$ cat config.mk
export PLATFORM = sky130hd
export DESIGN_NAME = oc8051_pc_trace_flat
export DESIGN_NICKNAME = d
export VERILOG_FILES = /design/src/rtl/oc8051_pc_trace_pkg.sv /design/src/rtl/oc8051_pc_trace_if.sv /design/src/rtl/oc8051_pc_trace_mem.sv /design/src/rtl/oc8051_pc_trace.sv /design/src/flat_wrapper.sv
export SDC_FILE = /design/constraint.sdc
export NUM_CORES = 1
export LEC_CHECK = 0
export ABC_AREA = 1
export CORE_MARGIN = 2
export CORE_UTILIZATION = 30
export CTS_BUF_LIST = sky130_fd_sc_hd__clkbuf_2
export CTS_CLUSTER_SIZE = 30
export DETAILED_ROUTE_END_ITERATION = 10
export HOLD_SLACK_MARGIN = 0.08
export SLEW_MARGIN = 20
export SYNTH_ARGS = -nofsm -noshare
export SYNTH_HDL_FRONTEND = slang
export SYNTH_SLANG_ARGS = --single-unit
$ cat constraint.sdc
create_clock -name clk -period 2.51 [get_ports clk]
set_input_delay 0.753 -clock clk [delete_from_list [all_inputs] [get_ports clk]]
set_output_delay 0.753 -clock clk [all_outputs]
set_load 0.05 [all_outputs]
$ cat src/rtl/oc8051_pc_trace_pkg.sv
// rtl/oc8051_pc_trace_pkg.sv - shared types and constants for the PC trace capture block
package oc8051_pc_trace_pkg;

    localparam int PC_W_DEFAULT = 16;

    typedef enum logic [1:0] {
        IDLE  = 2'd0,
        ARMED = 2'd1,
        POST  = 2'd2,
        DONE  = 2'd3
    } state_e;

endpackage

$ cat src/rtl/oc8051_pc_trace_if.sv
// rtl/oc8051_pc_trace_if.sv - PC event stream, control and read port of the trace block
interface oc8051_pc_trace_if #(
    parameter int DEPTH_LOG2 = 4,
    parameter int PC_W       = 16
);
    logic [PC_W-1:0]       pc_log_i;
    logic                  pc_log_change_i;
    logic                  assert_valid_i;
    logic                  arm_i;
    logic                  stop_i;
    logic                  trig_en_i;
    logic [PC_W-1:0]       trig_pc_i;
    logic [DEPTH_LOG2:0]   post_cnt_i;
    logic                  rd_ready_i;
    logic                  rd_valid_o;
    logic [PC_W-1:0]       rd_pc_o;
    logic                  rd_last_o;
    logic                  wrapped_o;
    logic [1:0]            state_o;

    // Producer/consumer side
    modport master (
        output pc_log_i, pc_log_change_i, assert_valid_i, arm_i, stop_i,
               trig_en_i, trig_pc_i, post_cnt_i, rd_ready_i,
        input  rd_valid_o, rd_pc_o, rd_last_o, wrapped_o, state_o
    );

    // Trace block side
    modport slave (
        input  pc_log_i, pc_log_change_i, assert_valid_i, arm_i, stop_i,
               trig_en_i, trig_pc_i, post_cnt_i, rd_ready_i,
        output rd_valid_o, rd_pc_o, rd_last_o, wrapped_o, state_o
    );
endinterface

$ cat src/rtl/oc8051_pc_trace_mem.sv
// rtl/oc8051_pc_trace_mem.sv - 1-write/1-async-read register array, no reset
module oc8051_pc_trace_mem #(
    parameter int AW = 4,
    parameter int DW = 16
) (
    input  logic          clk,
    input  logic          i_we,
    input  logic [AW-1:0] i_waddr,
    input  logic [DW-1:0] i_wdata,
    input  logic [AW-1:0] i_raddr,
    output logic [DW-1:0] o_rdata
);
    logic [DW-1:0] r_mem [0:(1<<AW)-1];

    // Store one entry per qualified write; contents survive reset
    always_ff @(posedge clk) begin
        if (i_we) begin
            r_mem[i_waddr] <= i_wdata;
        end
    end

    assign o_rdata = r_mem[i_raddr];
endmodule

$ cat src/rtl/oc8051_pc_trace.sv
// rtl/oc8051_pc_trace.sv - PC trace capture: circular buffer, PC-match trigger, oldest-first drain
module oc8051_pc_trace
    import oc8051_pc_trace_pkg::*;
#(
    parameter int DEPTH_LOG2 = 4,
    parameter int PC_W       = PC_W_DEFAULT
) (
    input  logic                 clk,
    input  logic                 rst,
    oc8051_pc_trace_if.slave     bus
);
    localparam int                  DEPTH    = 1 << DEPTH_LOG2;
    localparam logic [DEPTH_LOG2:0] CNT_FULL = (DEPTH_LOG2+1)'(DEPTH);
    localparam logic [DEPTH_LOG2:0] POST_MAX = (DEPTH_LOG2+1)'(DEPTH - 1);

    state_e                r_state;
    logic [DEPTH_LOG2-1:0] r_wr_ptr;
    logic [DEPTH_LOG2-1:0] r_rd_ptr;
    logic [DEPTH_LOG2-1:0] r_post;
    logic [DEPTH_LOG2:0]   r_rd_cnt;
    logic                  r_wrapped;

    logic                  w_we;
    logic                  w_trig;
    logic [DEPTH_LOG2-1:0] w_post_ld;
    logic [DEPTH_LOG2-1:0] w_wr_ptr_nxt;
    logic                  w_wrapped_nxt;
    logic                  w_to_done;
    logic                  w_rd_valid;
    logic                  w_xfer;
    logic [PC_W-1:0]       w_rd_data;

    // Event qualification, trigger detection and the decision to close the window
    always_comb begin
        w_we          = bus.pc_log_change_i && bus.assert_valid_i
                        && (r_state == ARMED || r_state == POST);
        w_wr_ptr_nxt  = w_we ? r_wr_ptr + 1'b1 : r_wr_ptr;
        w_wrapped_nxt = r_wrapped | (w_we & (&r_wr_ptr));
        w_trig        = (r_state == ARMED) && w_we && bus.trig_en_i
                        && (bus.pc_log_i == bus.trig_pc_i);
        // Clamp keeps the trigger entry inside the buffer for the whole post window
        w_post_ld     = (bus.post_cnt_i > POST_MAX) ? POST_MAX[DEPTH_LOG2-1:0]
                                                    : bus.post_cnt_i[DEPTH_LOG2-1:0];
        w_to_done     = 1'b0;
        if (r_state == ARMED) begin
            w_to_done = bus.stop_i || (w_trig && (w_post_ld == '0));
        end else if (r_state == POST) begin
            w_to_done = bus.stop_i || (w_we && (r_post == DEPTH_LOG2'(1)));
        end
        w_rd_valid    = (r_state == DONE) && (r_rd_cnt != '0);
        w_xfer        = w_rd_valid && bus.rd_ready_i;
    end

    // Capture/drain FSM with write pointer, post counter and read window bookkeeping
    always_ff @(posedge clk) begin
        if (rst) begin
            r_state   <= IDLE;
            r_wr_ptr  <= '0;
            r_rd_ptr  <= '0;
            r_rd_cnt  <= '0;
            r_post    <= '0;
            r_wrapped <= 1'b0;
        end else begin
            case (r_state)
                IDLE: begin
                    if (bus.arm_i) begin
                        r_wr_ptr  <= '0;
                        r_wrapped <= 1'b0;
                        r_state   <= ARMED;
                    end
                end
                ARMED, POST: begin
                    r_wr_ptr  <= w_wr_ptr_nxt;
                    r_wrapped <= w_wrapped_nxt;
                    if (w_trig) begin
                        r_post <= w_post_ld;
                    end else if (r_state == POST && w_we) begin
                        r_post <= r_post - 1'b1;
                    end
                    if (w_to_done) begin
                        // Window bounds use the post-write pointer so a same-cycle event is included
                        r_rd_ptr <= w_wrapped_nxt ? w_wr_ptr_nxt : '0;
                        r_rd_cnt <= w_wrapped_nxt ? CNT_FULL : {1'b0, w_wr_ptr_nxt};
                        r_state  <= DONE;
                    end else if (w_trig) begin
                        r_state <= POST;
                    end
                end
                DONE: begin
                    if (w_xfer) begin
                        r_rd_ptr <= r_rd_ptr + 1'b1;
                        r_rd_cnt <= r_rd_cnt - 1'b1;
                    end
                    if (r_rd_cnt == '0 || (w_xfer && r_rd_cnt == (DEPTH_LOG2+1)'(1))) begin
                        r_state <= IDLE;
                    end
                end
                default: r_state <= IDLE;
            endcase
        end
    end

    oc8051_pc_trace_mem #(
        .AW (DEPTH_LOG2),
        .DW (PC_W)
    ) u_mem (
        .clk     (clk),
        .i_we    (w_we),
        .i_waddr (r_wr_ptr),
        .i_wdata (bus.pc_log_i),
        .i_raddr (r_rd_ptr),
        .o_rdata (w_rd_data)
    );

    assign bus.rd_valid_o = w_rd_valid;
    assign bus.rd_pc_o    = w_rd_valid ? w_rd_data : '0;
    assign bus.rd_last_o  = w_rd_valid && (r_rd_cnt == (DEPTH_LOG2+1)'(1));
    assign bus.wrapped_o  = r_wrapped;
    assign bus.state_o    = r_state;
endmodule

$ cat src/flat_wrapper.sv
// flat-port wrapper written by rule: the top's interface ports become plain ports
module oc8051_pc_trace_flat import oc8051_pc_trace_pkg::*;
#(
    parameter int DEPTH_LOG2 = 4,
    parameter int PC_W       = PC_W_DEFAULT
)
  (clk, rst, bus_pc_log_i, bus_pc_log_change_i, bus_assert_valid_i, bus_arm_i, bus_stop_i, bus_trig_en_i, bus_trig_pc_i, bus_post_cnt_i, bus_rd_ready_i, bus_rd_valid_o, bus_rd_pc_o, bus_rd_last_o, bus_wrapped_o, bus_state_o);
  oc8051_pc_trace_if #(.DEPTH_LOG2(DEPTH_LOG2), .PC_W(PC_W)) bus_i ();
  input  logic clk;
  input  logic rst;
  input wire logic [$bits(bus_i.pc_log_i)-1:0] bus_pc_log_i;
  input wire logic [$bits(bus_i.pc_log_change_i)-1:0] bus_pc_log_change_i;
  input wire logic [$bits(bus_i.assert_valid_i)-1:0] bus_assert_valid_i;
  input wire logic [$bits(bus_i.arm_i)-1:0] bus_arm_i;
  input wire logic [$bits(bus_i.stop_i)-1:0] bus_stop_i;
  input wire logic [$bits(bus_i.trig_en_i)-1:0] bus_trig_en_i;
  input wire logic [$bits(bus_i.trig_pc_i)-1:0] bus_trig_pc_i;
  input wire logic [$bits(bus_i.post_cnt_i)-1:0] bus_post_cnt_i;
  input wire logic [$bits(bus_i.rd_ready_i)-1:0] bus_rd_ready_i;
  output wire logic [$bits(bus_i.rd_valid_o)-1:0] bus_rd_valid_o;
  output wire logic [$bits(bus_i.rd_pc_o)-1:0] bus_rd_pc_o;
  output wire logic [$bits(bus_i.rd_last_o)-1:0] bus_rd_last_o;
  output wire logic [$bits(bus_i.wrapped_o)-1:0] bus_wrapped_o;
  output wire logic [$bits(bus_i.state_o)-1:0] bus_state_o;
  assign bus_i.pc_log_i = bus_pc_log_i;
  assign bus_i.pc_log_change_i = bus_pc_log_change_i;
  assign bus_i.assert_valid_i = bus_assert_valid_i;
  assign bus_i.arm_i = bus_arm_i;
  assign bus_i.stop_i = bus_stop_i;
  assign bus_i.trig_en_i = bus_trig_en_i;
  assign bus_i.trig_pc_i = bus_trig_pc_i;
  assign bus_i.post_cnt_i = bus_post_cnt_i;
  assign bus_i.rd_ready_i = bus_rd_ready_i;
  assign bus_rd_valid_o = bus_i.rd_valid_o;
  assign bus_rd_pc_o = bus_i.rd_pc_o;
  assign bus_rd_last_o = bus_i.rd_last_o;
  assign bus_wrapped_o = bus_i.wrapped_o;
  assign bus_state_o = bus_i.state_o;
  oc8051_pc_trace #(.DEPTH_LOG2(DEPTH_LOG2), .PC_W(PC_W)) u_core (.clk(clk), .rst(rst), .bus(bus_i));
endmodule
=== Word level (Yosys, flattened, before mapping) ===
Memories as Yosys holds them, arrays and structs flattened. A register that Yosys moved wholly into a read port is not among the register bits.
Cells that the tools add are included.

* Add/sub/neg operators: 4
* $lt $le $gt $ge: 1
* Eq/ne operators: 11
* Muxes and demuxes: 28
* Bitwise operators: 2
* Reductions and logical operators: 29

{| class="wikitable"
|+ Operators by type and width
! cell !! count
|-
| two-way mux 4 bit || 10
|-
| == test 16 bit || 1
|-
| two-way mux 16 bit || 1
|-
| case mux 4 bit (2 select lines) || 2
|-
| two-way mux 5 bit || 3
|-
| logical AND 1 bit || 12
|-
| case mux 5 bit (2 select lines) || 1
|-
| adder 4 x 1 -> 4 bit, second input constant || 2
|-
| two-way mux 2 bit || 4
|-
| case mux 2 bit (3 select lines) || 1
|-
| AND reduction 3 bit || 2
|-
| nonzero test 2 bit || 3
|-
| == test 5 x 1 -> 1 bit, second input constant || 1
|-
| greater-than comparator 5 x 4 -> 1 bit, second input constant || 1
|-
| zero test 5 bit || 1
|-
| two-way mux 1 bit || 5
|-
| nonzero test 5 bit || 1
|-
| subtractor 5 x 1 -> 5 bit, second input constant || 1
|-
| == test 2 bit, second input constant || 2
|-
| == test 4 x 1 -> 1 bit, second input constant || 1
|-
| zero test 4 bit || 1
|-
| logical OR 1 bit || 4
|-
| inequality test 2 x 1 -> 1 bit, second input constant || 2
|-
| inequality test 2 bit, second input constant || 2
|-
| other kinds (10) || 11
|}

* Bits in registers: 20
* Memory bits (writable): 256
* Bits of input ports: 45
* Logic and storage cells: 82
* Memories kept: 1

{| class="wikitable"
|+ Memories
! name !! depth !! bits a word !! rd ports !! clocked after memory_dff !! write ports !! line !! source
|-
| u_core.u_mem.r_mem || 16 || 16 || 1 || 1 || 1 || oc8051_pc_trace_mem.sv:13 || <nowiki>logic [DW-1:0] r_mem [0:(1<<AW)-1];</nowiki>
|}

=== Longest topological paths before layout ===
* Depth in word-level cells: 13
* Mapped depth: 14
* Mapped depth without buffers: 13

=== Hierarchy ===
A second synthesis with hierarchy kept.

* Cell total of the unflattened synthesis: 1,343
* Area, all modules: 12,837.3 um^2

{| class="wikitable"
|+ By module, submodules not included
! module !! instances !! cells each !! area an instance (um^2) !! seq. area each (um^2)
|-
| oc8051_pc_trace_mem || 1 || 1,058 || 11,060.6 || 7,687.4
|-
| oc8051_pc_trace || 1 || 285 || 1,776.7 || 400.4
|}

=== Worst setup path before layout ===
OpenSTA, ideal clock, no wires.

* Kind: register to output
* Start: register u_core.r_state[1], in the netlist u_core.bus.state_o[1]
* End: output port bus_rd_pc_o[10]
* Arrival time: 2.917 ns
* Required time: 1.757 ns
* Path slack: -1.160 ns
* Stages on the path, launching flop included: 8
* Path buffers: 2
* Path through: dfxtp_1 > ha_1 > buf_2 > nand2_1 > clkinv_1 > clkbuf_1 > nand2_1 > a31oi_1

* Longest elaborated chain between the ends: 3

{| class="wikitable"
|+ RTL lines
! what !! line !! source
|-
| start, declared || oc8051_pc_trace.sv:16 || <nowiki>state_e r_state;</nowiki>
|-
| start signal, assigned || oc8051_pc_trace.sv:57 || <nowiki>r_state <= IDLE;</nowiki>
|-
| start signal, assigned || oc8051_pc_trace.sv:69 || <nowiki>r_state <= ARMED;</nowiki>
|-
| start signal, assigned || oc8051_pc_trace.sv:84 || <nowiki>r_state <= DONE;</nowiki>
|-
| == test 2 bit || oc8051_pc_trace.sv:50 || <nowiki>w_rd_valid = (r_state == DONE) && (r_rd_cnt != '0);</nowiki>
|-
| logical AND 1 bit || oc8051_pc_trace.sv:50 ||
|-
| via bus_rd_valid_o || flat_wrapper.sv:20 || <nowiki>output wire logic [$bits(bus_i.rd_valid_o)-1:0] bus_rd_valid_o;</nowiki>
|-
| two-way mux 16 bit || oc8051_pc_trace.sv:116 || <nowiki>assign bus.rd_pc_o = w_rd_valid ? w_rd_data : '0;</nowiki>
|-
| end, declared || flat_wrapper.sv:21 || <nowiki>output wire logic [$bits(bus_i.rd_pc_o)-1:0] bus_rd_pc_o;</nowiki>
|}

The timed path passes the listed nets, and every way through them passes these cells.

==> results.cfg <==
[cts]
root_buffer = clkbuf_2
cts_buffer_depth = 3
cts_tree = built
cts-htree-levels = 3
hold_buffers = 0
clkTransAtPathRegs_ns = 0.10
cts_buffers = 71
clkLatencyLatePin_ns = 0.84
cts.sinks = 280

[sta]
rsz0062_at_grt = yes
fin_crit_ns = 3.277
timing.final.crit_share_pct = 130.5
worst_pin_slew_ns = 0.7574
holdWs_ns = 0.5027
tns_ns = -11.85
fin_skew_ns = 0.06537
fmax_mhz = 305.2
finalHoldViolCount = 0
finalSetupViolCount = 18
fin_ws_ns = -0.7668
report.final.slew_viol_count = 0
relSlewSlack_pct = 49.45

[yosys]
synth_edf_count = 256
ys_ff_latch = 280
synth_top_cell_area_share_pct = 63.51
synthCells = 1011
synth_seq_area_share_pct = 67.48
postSynth.asyncResetShare_pct = 0
synth.avg_cell_area_um2 = 11.97
synthMostInstantiatedCell = edfxtp_1
syn_nets = 1069
synth_common_cells = edfxtp_1, nand2_1, o21ai_0
ys.warnings.count = 0
synth_ff_type = edfxtp_1
yosysTopAreaCell = edfxtp_1
synth_area_leaders = edfxtp_1, mux2i_1, o21ai_0
synth.distinct_cells = 38
netlist_area_mm2 = 0.01210

[power_and_ir_drop]
finalPower_mw = 10.45
power.density_mw_per_mm2 = 672.1
p_leak_nw = 5.460
peakVddDrop_mv = 0.6767

[global_routing]
grt_pass1_wl_mm = 46.95
grt_max_degree = 37
grt.total_usage_pct = 14.98
grt_overflow = 0
antenna_found_initial = 1
grt_pass1_vias = 8278

[detailed_routing]
avgRoutedWirePerCell_um = 17.67
vias = 8300
ant_nets = 0
dr.pass1.iters = 5
drt_wl_total_mm = 31.22
drc_errors = 0
via_per_inst = 4.697
drt_iter0_drc = 582

[worst_setup_path]
cp-start-kind = flop
worstPathArrival_ns = 2.52
end_kind = output pin
criticalPathCategory = reg -> out
critPathRequiredTime_ns = 1.76
path_max_fanout = 8

[placed_design]
port_buffers = 65
dp_slack_ns = -0.3571
dp_cells = 1642
dp_hpwl_mm = 19.32
placed_area_mm2 = 0.01443
gp_congestion = 0.7867

[final_layout]
drive_above_1_share_pct = 26.11
areaGrowthSynthToFinish_pct = 28.43
post-route-util_pct = 39.03
nFillCells = 3863
postLayoutCellArea_mm2 = 0.01554
fin_nets = 1257
stdcell_count = 1767

[die]
die_area_mm2 = 0.04197
die_h_um = 204.9
start_util_pct = 30.39
core_area_mm2 = 0.03982
die_w_um = 204.9
rows = 73
pin_count = 66

[run_status]
status = finished, violations left
violations = setup timing

[hold_path]
hold_class = reg -> reg

[run]
maxCapViolations = 0
[layer usage]
| layer | global-route usage, % | share of wire (%) | wire, um |
|---|---|---|---|
| met5 | 0 | 0 | 0 |
| met4 | 4.779 | 2.1 | 646 |
| met3 | 3.738 | 6.3 | 1951 |
| met2 | 24.20 | 47 | 14620 |
| met1 | 19.75 | 45 | 14000 |
[kinds of logic after synthesis]
group	Yosys count	synth area share [%]
flip-flops	280	67.48
AO/OA/AOI/OAI	273	12.05
AND/OR/NAND/NOR	206	7.350
buffers and inverters	160	5.386
multiplexers	65	5.375
XOR/XNOR	14	1.013
adder cells (fa/ha/maj)	13	1.344
[critical path, stage by stage (launching register included)]
cell and delay, ns:
dfxtp_4 0.38, buf_12 0.14, buf_12 0.14, mux2i_1 0.12, o211ai_1 0.18, o21ai_1 0.11, nand2_1 0.08, nand2_1 0.08
a31oi_2 0.17, buf_4 0.18, buf_12 0.14
[where the power goes]
| group | leakage, nW | total [mW] | internal (mW) | switching [mW] |
|---|---|---|---|---|
| Sequential | 2.50 | 5.27 | 5.20 | 0.0769 |
| Combinational | 2.49 | 2.15 | 0.818 | 1.33 |
| Clock | 0.470 | 3.02 | 1.26 | 1.76 |
[final timing paths]
path / start / endpoint / slack, ns / cells after the start
setup / recovery: flop / bus_rd_pc_o[0] / -0.77 / 10
hold reg to reg: u_core.r_rd_cnt[4] / u_core.r_rd_cnt[4] / 0.50 / 2
setup reg to reg: u_core.bus.state_o[0] / u_core.u_mem.r_mem[10][0] / 0.43 / 8
hold / removal: u_core.r_rd_cnt[4] / u_core.r_rd_cnt[4] / 0.50 / 2
[final cells by class]
cell class / instances / area, um^2 / area share (%)
repair buffers: 163 / 1921 / 12.36
well taps: 525 / 656.9 / 4.226
clock buffers: 100 / 500.5 / 3.220
flip-flops and latches: 280 / 8185 / 52.66
multi-input cells: 571 / 3735 / 24.03
diodes: 1 / 2.502 / 0.01610
inverters: 112 / 425.4 / 2.737
clock inverters: 15 / 118.9 / 0.7646
[repair_timing]
item | CTS | global route
pin swaps | 12 | 17
endpoints found under the setup margin | 21 | 18
gates resized for setup | 86 | 43
cloned | 3 | 2
buffers inserted | 5 | 2
[sequential cells by signal (all words and copies together), names as in the netlist, named ones only]
| name | count |
|---|---|
| u_core.r_rd_ptr | 4 |
| u_core.r_post | 4 |
| u_core.bus.state_o | 2 |
| u_core.r_rd_cnt | 5 |
| u_core.r_wr_ptr | 4 |
| u_core.bus.wrapped_o | 1 |
| u_core.u_mem.r_mem | 256 |
[cells in the final DEF (no fill, tap or decap), types with 9 or more instances in the layout]
| master | instances |
|---|---|
| a21oi_1 | 67 |
| edfxtp_1 | 256 |
| nand3_1 | 13 |
| clkbuf_2 | 100 |
| nand2_2 | 17 |
| ha_1 | 12 |
| dfxtp_1 | 18 |
| buf_6 | 16 |
| o21ai_0 | 75 |
| mux2i_1 | 65 |
| buf_12 | 30 |
| nor2_1 | 26 |
| clkdlybuf4s50_1 | 44 |
| nand2_1 | 112 |
| xnor2_1 | 9 |
| clkinv_1 | 10 |
| nor2_2 | 14 |
| o211ai_1 | 16 |
| o21ai_1 | 67 |
| inv_1 | 104 |
| a31oi_4 | 13 |
| buf_4 | 62 |
| a21oi_2 | 18 |
Note: power is estimated with default switching activity, not from simulation.
